===== src/rtl/mesh_pkg.sv =====
// Shared packet layout and coordinate helpers for the mesh NIC.
package mesh_pkg;
    localparam int PKT_W   = 64;
    localparam int COORD_W = 2;

    localparam int VC_BIT   = 63;
    localparam int XDIR_BIT = 62;
    localparam int YDIR_BIT = 61;
    localparam int HOPX_MSB = 55;
    localparam int HOPX_LSB = 52;
    localparam int HOPY_MSB = 51;
    localparam int HOPY_LSB = 48;
    localparam int SRC_MSB  = 47;
    localparam int SRC_LSB  = 32;
    localparam int DATA_MSB = 31;
    localparam int DATA_LSB = 0;

    localparam int TXQ_W = PKT_W - 1;                 // everything but the VC bit
    localparam int RXQ_W = (SRC_MSB - DATA_LSB) + 1;  // source + payload

    // Unsigned hop distance, computed at 3 bits so the subtraction never wraps.
    function automatic logic [3:0] hop_mag(input logic [COORD_W-1:0] dst,
                                           input logic [COORD_W-1:0] here);
        logic [2:0] d;
        logic [2:0] h;
        d = {1'b0, dst};
        h = {1'b0, here};
        return (d >= h) ? {1'b0, d - h} : {1'b0, h - d};
    endfunction
endpackage


===== src/rtl/nic_fifo.sv =====
// Synchronous FIFO with combinational head view; push is ignored when full, pop when empty.
module nic_fifo #(
    parameter int W     = 8,
    parameter int DEPTH = 4
) (
    input  logic         clk,
    input  logic         reset,
    input  logic         push,
    input  logic [W-1:0] push_data,
    input  logic         pop,
    output logic [W-1:0] head,
    output logic         full,
    output logic         empty
);
    localparam int AW = (DEPTH > 1) ? $clog2(DEPTH) : 1;

    logic [W-1:0]  mem [DEPTH];
    logic [AW-1:0] wr_ptr_q, wr_ptr_d;
    logic [AW-1:0] rd_ptr_q, rd_ptr_d;
    logic [AW:0]   count_q, count_d;
    logic          do_push, do_pop;

    assign full    = (count_q == (AW+1)'(DEPTH));
    assign empty   = (count_q == '0);
    assign do_push = push & ~full;
    assign do_pop  = pop & ~empty;
    assign head    = mem[rd_ptr_q];

    always_comb begin
        wr_ptr_d = wr_ptr_q;
        rd_ptr_d = rd_ptr_q;
        count_d  = count_q;
        if (do_push) wr_ptr_d = wr_ptr_q + 1'b1;
        if (do_pop)  rd_ptr_d = rd_ptr_q + 1'b1;
        if (do_push && !do_pop)      count_d = count_q + 1'b1;
        else if (!do_push && do_pop) count_d = count_q - 1'b1;
    end

    always_ff @(posedge clk) begin
        if (reset) begin
            wr_ptr_q <= '0;
            rd_ptr_q <= '0;
            count_q  <= '0;
        end else begin
            wr_ptr_q <= wr_ptr_d;
            rd_ptr_q <= rd_ptr_d;
            count_q  <= count_d;
        end
    end

    // Storage is not reset; the pointers alone define what is valid.
    always_ff @(posedge clk) begin
        if (do_push) mem[wr_ptr_q] <= push_data;
    end
endmodule


===== src/rtl/mesh_nic.sv =====
// PE-side network interface: builds/injects mesh packets and buffers ejected ones for the PE.
module mesh_nic
    import mesh_pkg::*;
#(
    parameter int MY_X      = 0,
    parameter int MY_Y      = 0,
    parameter int TXQ_DEPTH = 4,
    parameter int RXQ_DEPTH = 2
) (
    input  logic               clk,
    input  logic               reset,
    input  logic               polarity,
    input  logic               tx_valid,
    output logic               tx_ready,
    input  logic [COORD_W-1:0] tx_dst_x,
    input  logic [COORD_W-1:0] tx_dst_y,
    input  logic [31:0]        tx_data,
    output logic               tx_err,
    output logic               pesi,
    output logic [PKT_W-1:0]   pedi,
    input  logic               peri,
    input  logic               peso,
    input  logic [PKT_W-1:0]   pedo,
    output logic               pero,
    output logic               rx_valid,
    input  logic               rx_ready,
    output logic [15:0]        rx_src,
    output logic [31:0]        rx_data,
    output logic               rx_ovf
);
    localparam logic [COORD_W-1:0] MY_X_C = COORD_W'(MY_X);
    localparam logic [COORD_W-1:0] MY_Y_C = COORD_W'(MY_Y);

    logic             tx_self, tx_accept, tx_push;
    logic [TXQ_W-1:0] tx_entry, txq_head;
    logic             txq_full, txq_empty, txq_pop;
    logic             pesi_q, pesi_d;
    logic [PKT_W-1:0] pedi_q, pedi_d;
    logic             tx_err_q, tx_err_d;
    logic             rx_push, rx_pop, rxq_full, rxq_empty;
    logic [RXQ_W-1:0] rx_entry, rxq_head;
    logic             rx_ovf_q, rx_ovf_d;
    logic             pedo_unused;

    assign tx_self   = (tx_dst_x == MY_X_C) && (tx_dst_y == MY_Y_C);
    assign tx_ready  = ~txq_full;
    assign tx_accept = tx_valid & tx_ready;
    assign tx_push   = tx_accept & ~tx_self;
    assign txq_pop   = ~txq_empty & peri;

    always_comb begin
        tx_entry                     = '0;
        tx_entry[XDIR_BIT]           = (tx_dst_x < MY_X_C);
        tx_entry[YDIR_BIT]           = (tx_dst_y < MY_Y_C);
        tx_entry[HOPX_MSB:HOPX_LSB]  = hop_mag(tx_dst_x, MY_X_C);
        tx_entry[HOPY_MSB:HOPY_LSB]  = hop_mag(tx_dst_y, MY_Y_C);
        tx_entry[SRC_MSB:SRC_LSB]    = {8'(MY_X), 8'(MY_Y)};
        tx_entry[DATA_MSB:DATA_LSB]  = tx_data;
    end

    nic_fifo #(.W(TXQ_W), .DEPTH(TXQ_DEPTH)) u_txq (
        .clk       (clk),
        .reset     (reset),
        .push      (tx_push),
        .push_data (tx_entry),
        .pop       (txq_pop),
        .head      (txq_head),
        .full      (txq_full),
        .empty     (txq_empty)
    );

    // VC is stamped with the polarity seen at the pop edge, not at enqueue time.
    always_comb begin
        pesi_d   = txq_pop;
        pedi_d   = txq_pop ? {polarity, txq_head} : pedi_q;
        tx_err_d = tx_accept & tx_self;
        rx_ovf_d = rx_ovf_q | (peso & ~pero);
    end

    always_ff @(posedge clk) begin
        if (reset) begin
            pesi_q   <= 1'b0;
            pedi_q   <= '0;
            tx_err_q <= 1'b0;
            rx_ovf_q <= 1'b0;
        end else begin
            pesi_q   <= pesi_d;
            pedi_q   <= pedi_d;
            tx_err_q <= tx_err_d;
            rx_ovf_q <= rx_ovf_d;
        end
    end

    assign pesi   = pesi_q;
    assign pedi   = pedi_q;
    assign tx_err = tx_err_q;
    assign rx_ovf = rx_ovf_q;

    assign pero        = ~rxq_full;
    assign rx_push     = peso & pero;
    assign rx_valid    = ~rxq_empty;
    assign rx_pop      = rx_valid & rx_ready;
    assign rx_entry    = {pedo[SRC_MSB:SRC_LSB], pedo[DATA_MSB:DATA_LSB]};
    assign pedo_unused = ^pedo[PKT_W-1:HOPY_LSB];

    nic_fifo #(.W(RXQ_W), .DEPTH(RXQ_DEPTH)) u_rxq (
        .clk       (clk),
        .reset     (reset),
        .push      (rx_push),
        .push_data (rx_entry),
        .pop       (rx_pop),
        .head      (rxq_head),
        .full      (rxq_full),
        .empty     (rxq_empty)
    );

    assign rx_src  = rxq_head[RXQ_W-1:32];
    assign rx_data = rxq_head[31:0];
endmodule


===== config.mk =====
export PLATFORM = sky130hd
export DESIGN_NAME = mesh_nic
export DESIGN_NICKNAME = d
export VERILOG_FILES = /design/src/rtl/mesh_pkg.sv /design/src/rtl/nic_fifo.sv /design/src/rtl/mesh_nic.sv
export SDC_FILE = /design/constraint.sdc
export NUM_CORES = 1
export LEC_CHECK = 0
export CORE_MARGIN = 2
export CORE_UTILIZATION = 58
export DETAILED_ROUTE_END_ITERATION = 12
export HOLD_SLACK_MARGIN = 0.1
export MAX_ROUTING_LAYER = met4
export PLACE_DENSITY = 0.92
export RECOVER_POWER = 50
export SLEW_MARGIN = 20
export SYNTH_ARGS = -nofsm -noshare
export SYNTH_HDL_FRONTEND = slang
export SYNTH_HIERARCHICAL = 1
export SYNTH_SLANG_ARGS = --single-unit

===== constraint.sdc =====
create_clock -name clk -period 8.2 [get_ports clk]
set_input_delay 1.23 -clock clk [delete_from_list [all_inputs] [get_ports clk]]
set_output_delay 1.23 -clock clk [all_outputs]
set_load 0.02 [all_outputs]

Yosys cells after proc, flatten, opt, wreduce, memory -nomap -nowiden
Memory sizes are Yosys's and may differ from the RTL's. A register that Yosys moved wholly into a read port is not among the register bits.
Cells that the tools add are included.
- register bits after elaboration: 78
- RAM bits: 248
- input bits: 107
- word-level logic and storage cells: 66
- memories kept: 2
- memory list (memory ; depth ; bits a word ; read ports ; clocked after memory_dff ; wr ports ; line ; text):
    u_txq.mem ; 4 ; 38 ; 1 ; 1 ; 1 ; nic_fifo.sv:17 ; logic [W-1:0] mem [DEPTH];
    u_rxq.mem ; 2 ; 48 ; 1 ; 1 ; 1 ; nic_fifo.sv:17 ;
- add/subtract/negate cells: 8
- $lt $le $gt $ge: 2
- equal/unequal tests: 2
- muxes and demuxes: 10
- bitwise gates (word level): 17
- reduce and logical (&&, ||, !) cells: 15
- operators by type and width (cell ; count):
    AND 1 bit ; 11
    adder 2 x 1 -> 2 bit (second input constant) ; 3
    logical NOT 2 bit ; 3
    two-way mux 1 bit ; 6
    two-way mux 3 bit ; 2
    logical AND 1 bit ; 5
    NOT 1 bit ; 5
    logical NOT 1 bit ; 4
    less-than comparator 2 x 1 -> 1 bit (second input constant) ; 2
    two-way mux 2 bit ; 2
    nonzero test 2 bit ; 2
    adder 3 x 1 -> 3 bit (second input constant) ; 1
    == test 3 bit (second input constant) ; 1
    logical NOT 3 bit ; 1
    subtractor 3 x 1 -> 3 bit (second input constant) ; 1
    adder 1 bit (second input constant) ; 2
    == test 2 bit (second input constant) ; 1
    subtractor 2 x 1 -> 2 bit (second input constant) ; 1
    OR 1 bit ; 1

Longest topological paths before layout
Gate-level depths: netlist (run 1).
- depth after elaboration: 9
- mapped depth: 11

Cells and area by module
Netlist (run 1), hierarchy kept.
- by module, submodules not included (module ; instances ; cells each ; area an instance (um2)):
    nic_fifo at u_txq ; 1 ; 377 ; 9630.5
    nic_fifo at u_rxq ; 1 ; 174 ; 3681.0
    mesh_nic ; 1 ; 308 ; 3110.5

Least setup slack after synthesis (run 1)
OpenSTA, ideal clock, no wires.
- kind: input port to flip-flop
- from: input port tx_valid
- to: memory u_txq/mem[0][0] in the netlist's numbering, enable pin
- setup time: 0.428 ns
- arrival time: 3.205 ns
- setup slack: 4.568 ns
- stages: 5
- cells stage by stage: nand2b_1 > nor2_1 > inv_1 > nor2_1 > and2_1
- cells in the longest elaborated chain, start to end: 5
- ends and longest elaborated chain (item ; line ; text):
    start, declared ; mesh_nic.sv:13 ; input logic tx_valid,
    AND 1 bit ; mesh_nic.sv:47 ; assign tx_accept = tx_valid & tx_ready;
    AND 1 bit ; mesh_nic.sv:48 ; assign tx_push = tx_accept & ~tx_self;
    via tx_push ; mesh_nic.sv:34 ; logic tx_self, tx_accept, tx_push;
    AND 1 bit ; nic_fifo.sv:25 ; assign do_push = push & ~full;
    via u_txq.do_push ; nic_fifo.sv:21 ; logic do_push, do_pop;
    two-way mux 1 bit ; nic_fifo.sv:53 ; if (do_push) mem[wr_ptr_q] <= push_data;
    two-way mux 1 bit (not written as such) ; nic_fifo.sv:53 ;
    end, declared ; nic_fifo.sv:17 ;
The timed path passes the listed nets, and every way through them passes these cells.

==> results of run 1 <==
## layout make-up
| type | count | area (µm²) | area share, % |
|---|---|---|---|
| antenna | 8 | 20.02 | 0.09771 |
| sequential | 429 | 12080 | 58.96 |
| clock buffer | 59 | 1229 | 5.997 |
| multi-input combinational | 473 | 4277 | 20.87 |
| clock inverter | 17 | 260.3 | 1.270 |
| timing repair buffer | 215 | 2116 | 10.33 |
| tap | 378 | 473.0 | 2.308 |
| inverter | 9 | 33.78 | 0.1649 |
## path summary, 6_finish.rpt
check | startpoint | to | slack [ns] | cells after the start
setup reg to reg | u_rxq/count_q[0]$_SDFFE_PP0P_ | u_rxq/mem[1][20]$_DFFE_PP_ | 4.49 | 5
hold / removal | pedi[5]$_SDFFE_PP0P_ | pedi[5]$_SDFFE_PP0P_ | 0.46 | 2
setup / recovery | reset | pedi[29]$_SDFFE_PP0P_ | 3.00 | 4
hold reg to reg | pedi[5]$_SDFFE_PP0P_ | pedi[5]$_SDFFE_PP0P_ | 0.46 | 2
## power breakdown
part / switching, mW / internal, mW
logic: 0.785 / 0.717
registers: 0.179 / 2.75
clock network: 0.775 / 1.24
## kinds of logic (layout without fill, tap and decap cells)
kind of cell | after synthesis | in the layout
adders and majority gates | 7 | 7
DFF | 429 | 429
other | 1 | 116
buffers and inverters | 64 | 300
muxes | 113 | 113
AOI/OAI and AO/OA | 76 | 76
and+or+nand+nor | 162 | 162
xor gates and xnor gates | 7 | 7
## critical path, delay by kind of cell
family | cells | cell delay [ns]
AND/OR/NAND/NOR | 1 | 0.36
buffers and inverters | 2 | 3.80
AO/OA/AOI/OAI | 1 | 0.10
## per-stage QoR
step | util, % | hold WS, ns | area (µm²) | cells | setup slack (ns)
after floorplan | - | 0.4516 | 16820 | 966 | 4.568
after global placement | 68.17 | 0.4513 | 18990 | 1504 | 4.003
after detailed placement | 68.17 | 0.4543 | 18990 | 1504 | 3.944
after CTS | 73.51 | 0.4644 | 20480 | 1580 | 4.283
after global routing | 73.55 | 0.4975 | 20490 | 1588 | 2.485
final | 73.55 | 0.4582 | 20490 | 1588 | 2.998
## placed cells by master (no fill, tap or decap), types with 2 or more instances in the layout
master | synthesis | final
a21oi_1 | 5 | 5
and2_4 | 0 | 4
buf_4 | 4 | 5
bufinv_16 | 0 | 6
clkbuf_1 | 6 | 12
clkbuf_16 | 0 | 45
clkbuf_8 | 0 | 5
clkdlybuf4s50_1 | 0 | 59
clkinv_2 | 0 | 6
clkinv_4 | 0 | 2
conb_1 | 1 | 108
dfxtp_1 | 81 | 78
dfxtp_4 | 0 | 2
diode_2 | 0 | 8
dlygate4sd3_1 | 0 | 147
edfxtp_1 | 348 | 348
ha_1 | 6 | 6
inv_1 | 9 | 9
mux2_2 | 48 | 48
mux2i_1 | 2 | 2
mux4_1 | 3 | 3
mux4_2 | 60 | 60
nand2b_1 | 67 | 67
nand4bb_1 | 64 | 64
nor2_1 | 13 | 13
nor2b_1 | 3 | 3
o21ai_0 | 9 | 34
o21ai_1 | 60 | 35
or3_1 | 4 | 4
xor2_1 | 7 | 7
## per-layer routing
metal / vias up / part of all wire (%) / global-route usage [%]
li1: 3904 / - / -
met1: 4326 / 39 / 26.86
met2: 326 / 51 / 38.97
met3: 63 / 7.8 / 5.379
met4: 0 / 2.3 / 6.942
met5: - / 0 / -
## sequential cells by signal, summed over array words and instances (netlist names), named ones only
| register | count |
|---|---|
| u_txq/rd_ptr_q | 2 |
| u_txq/mem | 252 |
| u_rxq/count_q | 2 |
| pedi | 64 |
| u_rxq/wr_ptr_q | 1 |
| u_txq/count_q | 3 |
| rx_ovf | 1 |
| tx_err | 1 |
| u_rxq/rd_ptr_q | 1 |
| pesi | 1 |
| u_txq/wr_ptr_q | 2 |
| u_rxq/mem | 96 |
==> flow_metrics.env, run 1 <==
export IMPL_period_share_pct=63.44
export IMPL_fmax_mhz=192.2
export IMPL_rsz0062_at_grt="false"
export IMPL_async_flop_share_pct=0
export IMPL_path_cells="clkbuf_1, clkbuf_1, nand4bb_1, o21ai_1"
export IMPL_post_cts_buffers=0
export IMPL_arrival_ns=5.58
export IMPL_avgSynthCellArea_um2=19.12
export IMPL_post_synth_top_area_fraction_pct=63.63
export IMPL_relSlewSlack_pct=-115.5
export IMPL_synth_commonest_cells="348 x edfxtp_1, 81 x dfxtp_1, 67 x nand2b_1"
export IMPL_grt_pass1_vias=9149
export IMPL_cts_resized=0
export IMPL_clk_latency_ns=0.52
export IMPL_slowest_delay_ns=2.38
export IMPL_numPortBuffers=208
export IMPL_synth_xor_area_share_pct=0.3733
export IMPL_synth_seq_cells=429
export IMPL_first_iter_violations=702
export IMPL_drive_gt1_share_pct=16.06
export IMPL_ys_seq_area_share_pct=73.51
export IMPL_tightest_slew_ns=3.233
export IMPL_synthMuxAreaShare_pct=12.12
export IMPL_hold_viol_final=0
export IMPL_track_usage_pct=22.70
export IMPL_endpoint_kind="flop"
export IMPL_route_detailed_drc=0
export IMPL_cts_tree="yes"
export IMPL_ios=225
export IMPL_die_x_um=172.3
export IMPL_violations="capacitance limit, slew limit"
export IMPL_nNetsFinal=1283
export IMPL_total_power_mw=6.445
export IMPL_min_period_ns=5.202
export IMPL_routed_wl_um=32490
export IMPL_dr_total_vias=8619
export IMPL_antenna_found_initial=8
export IMPL_ys_warnings_count=6
export IMPL_tns_ns=0
export IMPL_synthAdderAreaFrac_pct=0.5790
export IMPL_syn_to_final_growth_pct=24.76
export IMPL_overflow=0
export IMPL_synth_area_mm2=0.01642
export IMPL_htreeDepth=2
export IMPL_worst_path_most_repeated_cell="clkbuf_1"
export IMPL_clkTransAtPathRegs_ns=0.07
export IMPL_crit_type="input port to flop"
export IMPL_synth_cell_types=33
export IMPL_clkSinkCount=429
export IMPL_core_mm2=0.02786
export IMPL_outcome="complete, but fails checks"
export IMPL_row_count=61
export IMPL_leakage_nw=7.014
export IMPL_gp_congestion=0.7169
export IMPL_synth_top_cells_by_area="edfxtp_1 64%, dfxtp_1 9.9%, mux4_2 8.2%, nand4bb_1 4.4%, mux2_2 3.3%"
export IMPL_dp_hpwl_um=18310
export IMPL_yosys_area_share_simple_pct=7.992
export IMPL_die_y_um=172.3
export IMPL_wl_per_cell_um=20.46
export IMPL_grt_first_pass_wirelength_um=49150
export IMPL_required_ns=8.57
export IMPL_slew_violations=246
export IMPL_ir_worst_vdd_uv=225.0
export IMPL_dr_pass1_iters=5
export IMPL_initial_utilization_pct=58.95
export IMPL_crit_fanout=87
export IMPL_hold_class="flop to flop"
export IMPL_powerDensity_mw_per_mm2=314.6
export IMPL_cts_hold_buffers=0
export IMPL_cts_buffers=41
export IMPL_ant_nets=0
export IMPL_fillers=1592
export IMPL_clockBufferDepth=3
export IMPL_cp_start_kind="input port"
export IMPL_synth_top_family_by_area="multiplexers"
export IMPL_synth_most_common_cell="edfxtp_1"
export IMPL_synth_compound_area_share_pct=2.385
export IMPL_cts_root_buf="clkbuf_16"
export IMPL_finClkSkew_ns=0.02084
export IMPL_crit_slowest_cell="clkbuf_1"
export IMPL_maxCapViolCount=4
export IMPL_die_area_mm2=0.02968
export IMPL_synthFlopType="edfxtp_1"
export IMPL_setup_viol=0
export IMPL_synth_edff_count=348
export IMPL_vias_per_cell=5.428
export IMPL_synth_top_area_cell="edfxtp_1"
export IMPL_grt_max_degree=88
export IMPL_netlist_instances=859
Note: power is estimated with default switching activity, not from simulation.
==> run 2, diff against run 1 <==
CORE_UTILIZATION = 50   (was 58)
PLACE_DENSITY = 0.85   (was 0.92)
clock period = 4.21 ns   (was 8.2 ns; I/O delays follow)
==> run 2 against run 1 <==
  * The run still ends with capacitance limit, slew limit left
  * Setup slack got worse by 2.1 ns
  * Clock power increased by 88%
  * Clock skew decreased by 0.0032 ns
  * Sequential share of layout area decreased by 0.33 points
==> flow_metrics.env, run 2 (synthesized netlist as in run 1, its figures left out) <==
export IMPL_die_area_mm2=0.03431
export IMPL_cts_hold_buffers=0
export IMPL_overflow=0
export IMPL_cts_resized=0
export IMPL_row_count=66
export IMPL_regArea_mm2=0.01208
export IMPL_tns_ns=0
export IMPL_switching_share_pct=27.06
export IMPL_first_iter_violations=577
export IMPL_grt_first_pass_wirelength_um=48920
export IMPL_setup_ws_ns=0.8772
export IMPL_dp_hpwl_um=18600
export IMPL_clkSinkCount=429
export IMPL_cp_top_family="simple AND/OR/NAND/NOR gates"
export IMPL_clockBufferDepth=3
export IMPL_syn_to_final_growth_pct=25.49
export IMPL_die_y_um=185.2
export IMPL_grt_max_degree=85
export IMPL_hold_class="flop to flop"
export IMPL_pwr_share_clk_pct=30.6
export IMPL_crit_type="input port to flop"
export IMPL_cts_root_buf="clkbuf_16"
export IMPL_slew_violations=30
export IMPL_setup_viol=0
export IMPL_regMostFlops="u_txq/mem"
export IMPL_relSlewSlack_pct=-30.98
export IMPL_crit_fanout=29
export IMPL_drive_gt1_share_pct=15.85
export IMPL_track_usage_pct=19.29
export IMPL_crit_slowest_cell="and2_0"
export IMPL_core_mm2=0.03245
export IMPL_leakage_nw=7.019
export IMPL_ios=225
export IMPL_period_share_pct=79.16
export IMPL_initial_utilization_pct=50.60
export IMPL_routed_wl_um=32210
export IMPL_numPortBuffers=208
export IMPL_required_ns=4.42
export IMPL_p_seq_share_pct=45.7
export IMPL_powerDensity_mw_per_mm2=601.7
export IMPL_final_cell_mix="348 x edfxtp_1, 147 x dlygate4sd3_1, 108 x conb_1, 78 x dfxtp_1, 67 x nand2b_1"
export IMPL_comb_power_share_pct=23.7
export IMPL_path_buf_inv=3
export IMPL_crit_cells=6
export IMPL_violations="capacitance limit, slew limit"
export IMPL_cp_start_kind="input port"
export IMPL_wl_per_cell_um=19.39
export IMPL_fillers=2245
export IMPL_largest_register_ffs=252
export IMPL_ant_nets=0
export IMPL_ff2ff_path_depth=6
export IMPL_outcome="complete, but fails checks"
export IMPL_post_cts_buffers=0
export IMPL_dr_pass1_iters=5
export IMPL_finClkSkew_ns=0.01766
export IMPL_hold_viol_final=0
export IMPL_final_common_cell="edfxtp_1"
export IMPL_multi_input_comb_area_mm2=0.004267
export IMPL_clkTransAtPathRegs_ns=0.06
export IMPL_endpoint_kind="flop"
export IMPL_pre_cts_ws_ns=0.9936
export IMPL_cts_tree="yes"
export IMPL_vias_per_cell=5.150
export IMPL_maxCapViolCount=1
export IMPL_min_period_ns=3.333
export IMPL_min_path_cells=2
export IMPL_p_int_mw=9.044
export IMPL_slowest_delay_ns=1.48
export IMPL_rsz0062_at_grt="false"
export IMPL_htreeDepth=2
export IMPL_cts_buffers=43
export IMPL_dr_total_vias=8554
export IMPL_fmax_mhz=300.1
export IMPL_grt_pass1_vias=8953
export IMPL_arrival_ns=3.54
export IMPL_gp_congestion=0.7417
export IMPL_antenna_found_initial=8
export IMPL_route_detailed_drc=0
export IMPL_ir_worst_vdd_uv=335.8
export IMPL_tightest_slew_ns=1.964
export IMPL_p_sw_mw=3.355
export IMPL_die_x_um=185.2
export IMPL_path_cells="dlygate4sd3_1, nor2b_1, inv_1, nor2_1, and2_0, buf_4"
export IMPL_nNetsFinal=1291
export IMPL_clk_latency_ns=0.52
==> run 2: changes by cell type in the layout (fill, tap and decap cells not counted), moves of 2 or more <==
cell and change:
o21ai_1 -23, buf_12 +5, o21ai_0 +23, clkinv_2 -2, clkinv_1 +9, buf_4 +2
bufinv_16 -2
==> run 2: per-layer routing <==
layer	vias to the layer above	GRT usage (%)	part of all wire [%]
li1	3930	-	-
met3	39	4.483	7.5
met4	0	4.603	1.5
met5	-	-	0
met2	285	32.66	50
met1	4300	23.63	41
==> run 2: stage by stage <==
| stage | cells | util [%] | cell area, µm² | power (mW) | hold WS [ns] |
|---|---|---|---|---|---|
| after floorplan | 966 | - | 16820 | 7.696 | 0.4516 |
| after global placement | 1574 | 59.10 | 19180 | 8.728 | 0.4491 |
| after detailed placement | 1574 | 59.10 | 19180 | 8.831 | 0.4542 |
| after CTS | 1653 | 63.48 | 20600 | 12.65 | 0.4671 |
| after global routing | 1661 | 63.50 | 20610 | 12.95 | 0.4869 |
| final | 1661 | 63.50 | 20610 | 12.40 | 0.4696 |
==> run 2: layout make-up <==
type / instances / area share, %
antenna: 8 / 0.09715
clock buffer: 61 / 5.999
clock inverter: 18 / 0.9047
inverter: 9 / 0.1639
multi-input combinational: 473 / 20.70
sequential: 429 / 58.63
tap: 442 / 2.684
timing repair buffer: 221 / 10.81
==> run 2: worst paths after layout <==
check	start	endpoint	slack, ns
max	peso	u_rxq/mem[1][36]$_DFFE_PP_	0.88
min	pedi[15]$_SDFFE_PP0P_	pedi[15]$_SDFFE_PP0P_	0.47
max reg2reg	u_rxq/count_q[0]$_SDFFE_PP0P_	u_rxq/mem[1][36]$_DFFE_PP_	1.00
min reg2reg	pedi[15]$_SDFFE_PP0P_	pedi[15]$_SDFFE_PP0P_	0.47
==> run 2: worst register-to-register path, cell delays in order (launching register included) <==
cell and delay, ns:
dfxtp_1 0.43, nor2b_2 0.12, nor2b_1 0.19, inv_1 0.09, nor2_1 0.16, and2_0 1.48, buf_4 0.42
==> run 2: power by group through the flow <==
stage	clock network, mW	registers (mW)	logic, mW
after CTS	3.88	5.69	3.07
after global routing	4.05	5.75	3.15
final	3.79	5.67	2.94
after detailed placement	0	5.78	3.05
after global placement	0	5.73	3.00
after floorplan	0	5.82	1.88
==> run 3, diff against run 2 <==
CORE_UTILIZATION = 56   (was 50)
PLACE_DENSITY = 0.89   (was 0.85)
clock period = 3.3 ns   (was 4.21 ns; I/O delays follow)
==> run 3 against run 2 <==
  * The run now ends clean
  * Clock skew grew 0.011 ns
  * Worst hold slack worse by 0.0088 ns
  * Flip-flop and latch count unchanged
  * Critical path depth shrank 3
  * Global-route usage rose by 3.0 points
  * Die area shrank 10%
  * Combinational power up 31%
  * Design area shrank 0.10%
  * Setup slack got worse by 0.44 ns
  * Sequential power up 28%
  * Total power increased by 29%
  * Non-clock buffer count increased by 8
  * Critical endpoint is now rx_src[11]
==> flow_metrics.env, run 3 (synthesized netlist as in run 1, its figures left out) <==
export IMPL_final_common_cell="edfxtp_1"
export IMPL_dr_total_vias=8675
export IMPL_cts_tree="yes"
export IMPL_gp_congestion=0.7703
export IMPL_final_cell_mix="348 x edfxtp_1, 126 x dlygate4sd3_1, 108 x conb_1, 80 x clkdlybuf4s50_1, 78 x dfxtp_1"
export IMPL_regMostFlops="u_txq/mem"
export IMPL_path_buf_inv=2
export IMPL_clkTransAtPathRegs_ns=0.06
export IMPL_antenna_found_initial=2
export IMPL_required_ns=2.80
export IMPL_crit_type="flop to output port"
export IMPL_die_y_um=175.2
export IMPL_clkSinkCount=429
export IMPL_cp_start_kind="flop"
export IMPL_arrival_ns=2.36
export IMPL_cp_top_family="buffers and inverters"
export IMPL_hold_class="flop to flop"
export IMPL_first_iter_violations=696
export IMPL_largest_register_ffs=252
export IMPL_cts_root_buf="clkbuf_16"
export IMPL_cts_buffers=43
export IMPL_dr_pass1_iters=5
export IMPL_ios=225
export IMPL_ant_nets=0
export IMPL_grt_pass1_vias=9138
export IMPL_nNetsFinal=1299
export IMPL_crit_slowest_cell="dfxtp_2"
export IMPL_die_area_mm2=0.03071
export IMPL_slowest_delay_ns=0.60
export IMPL_tns_ns=0
export IMPL_numPortBuffers=208
export IMPL_period_share_pct=86.65
export IMPL_initial_utilization_pct=57.06
export IMPL_core_mm2=0.02878
export IMPL_cts_hold_buffers=0
export IMPL_crit_fanout=19
export IMPL_syn_to_final_growth_pct=25.36
export IMPL_route_detailed_drc=0
export IMPL_routed_wl_um=32690
export IMPL_path_cells="buf_4, mux2_2, clkdlybuf4s50_1"
export IMPL_clockBufferDepth=3
export IMPL_drive_gt1_share_pct=16.39
export IMPL_endpoint_kind="output port"
export IMPL_fillers=1710
export IMPL_outcome="complete, no violations"
export IMPL_cts_resized=0
export IMPL_powerDensity_mw_per_mm2=778.2
export IMPL_relSlewSlack_pct=7.976
export IMPL_clk_latency_ns=0.54
export IMPL_grt_max_degree=81
export IMPL_tightest_slew_ns=1.380
export IMPL_dp_hpwl_um=19310
export IMPL_leakage_nw=7.022
export IMPL_hold_viol_final=0
export IMPL_die_x_um=175.2
export IMPL_finClkSkew_ns=0.02886
export IMPL_htreeDepth=2
export IMPL_vias_per_cell=5.402
export IMPL_track_usage_pct=22.27
export IMPL_holdWs_ns=0.4608
export IMPL_min_period_ns=2.860
export IMPL_setup_viol=0
export IMPL_fmax_mhz=349.7
export IMPL_overflow=0
export IMPL_wl_per_cell_um=20.36
export IMPL_maxCapViolCount=0
export IMPL_slew_violations=0
export IMPL_ir_worst_vdd_uv=553.8
export IMPL_row_count=62
export IMPL_rsz0062_at_grt="false"
export IMPL_grt_first_pass_wirelength_um=50900
export IMPL_post_cts_buffers=0
[run 3: changes by cell type in the layout (fill, tap and decap cells not counted), moves of 2 or more]
| cell | before | now |
|---|---|---|
| clkinv_1 | 9 | 6 |
| clkbuf_2 | 1 | 5 |
| clkbuf_8 | 5 | 2 |
| o21ai_1 | 12 | 34 |
| clkinv_2 | 4 | 6 |
| clkbuf_1 | 12 | 14 |
| buf_4 | 7 | 11 |
| clkdlybuf4s50_1 | 59 | 80 |
| o21ai_0 | 57 | 35 |
| bufinv_16 | 4 | 6 |
| diode_2 | 8 | 2 |
| dlygate4sd3_1 | 147 | 126 |
| inv_6 | 0 | 3 |
[run 3: tightest hold or removal path, cell delays in order, from the launching register on]
cell      delay [ns]
dfxtp_1         0.30
nand2b_1        0.06
o21ai_1         0.05
[run 3: stage by stage]
step | worst slack (ns) | area (µm²) | util, % | std cells | total power [mW]
floorplan | 0.2621 | 16820 | - | 966 | 9.818
global route | 0.3313 | 20590 | 71.53 | 1606 | 16.68
detailed placement | 0.3665 | 19200 | 66.73 | 1524 | 11.32
global placement | 0.4422 | 19200 | 66.73 | 1524 | 11.18
finish | 0.4404 | 20590 | 71.53 | 1606 | 16.02
CTS | 0.4163 | 20650 | 71.76 | 1604 | 16.28
[run 3: power breakdown]
group | switching, mW | internal (mW) | leakage, nW
combinational | 1.98 | 1.88 | 2.45
clock | 1.95 | 2.98 | 0.709
sequential | 0.429 | 6.80 | 3.86
[run 3: area by class of cell]
type | count | area (µm²) | share of cell area [%]
flip-flops and latches | 429 | 12080 | 58.68
multi-input cells | 473 | 4259 | 20.69
repair buffers | 229 | 2278 | 11.07
clock buffers | 59 | 1177 | 5.719
well taps | 384 | 480.5 | 2.334
clock inverters | 21 | 271.5 | 1.319
inverters | 9 | 33.78 | 0.1641
diodes | 2 | 5.005 | 0.02431
[run 3: per-layer routing]
| metal | track usage, % | up-vias | routed length [µm] |
|---|---|---|---|
| li1 | - | 3936 | - |
| met1 | 28.21 | 4378 | 13130 |
| met2 | 37.42 | 307 | 16500 |
| met3 | 4.352 | 54 | 2432 |
| met4 | 5.382 | 0 | 631 |
| met5 | - | - | 0 |
[run 3: final timing paths]
path	startpoint	endpoint	slack [ns]	cells after the start
max	flop	rx_src[11]	0.44	3
min	pedi[10]$_SDFFE_PP0P_	pedi[10]$_SDFFE_PP0P_	0.46	2
max reg2reg	u_rxq/count_q[0]$_SDFFE_PP0P_	u_rxq/mem[1][36]$_DFFE_PP_	0.56	6
min reg2reg	pedi[10]$_SDFFE_PP0P_	pedi[10]$_SDFFE_PP0P_	0.46	2
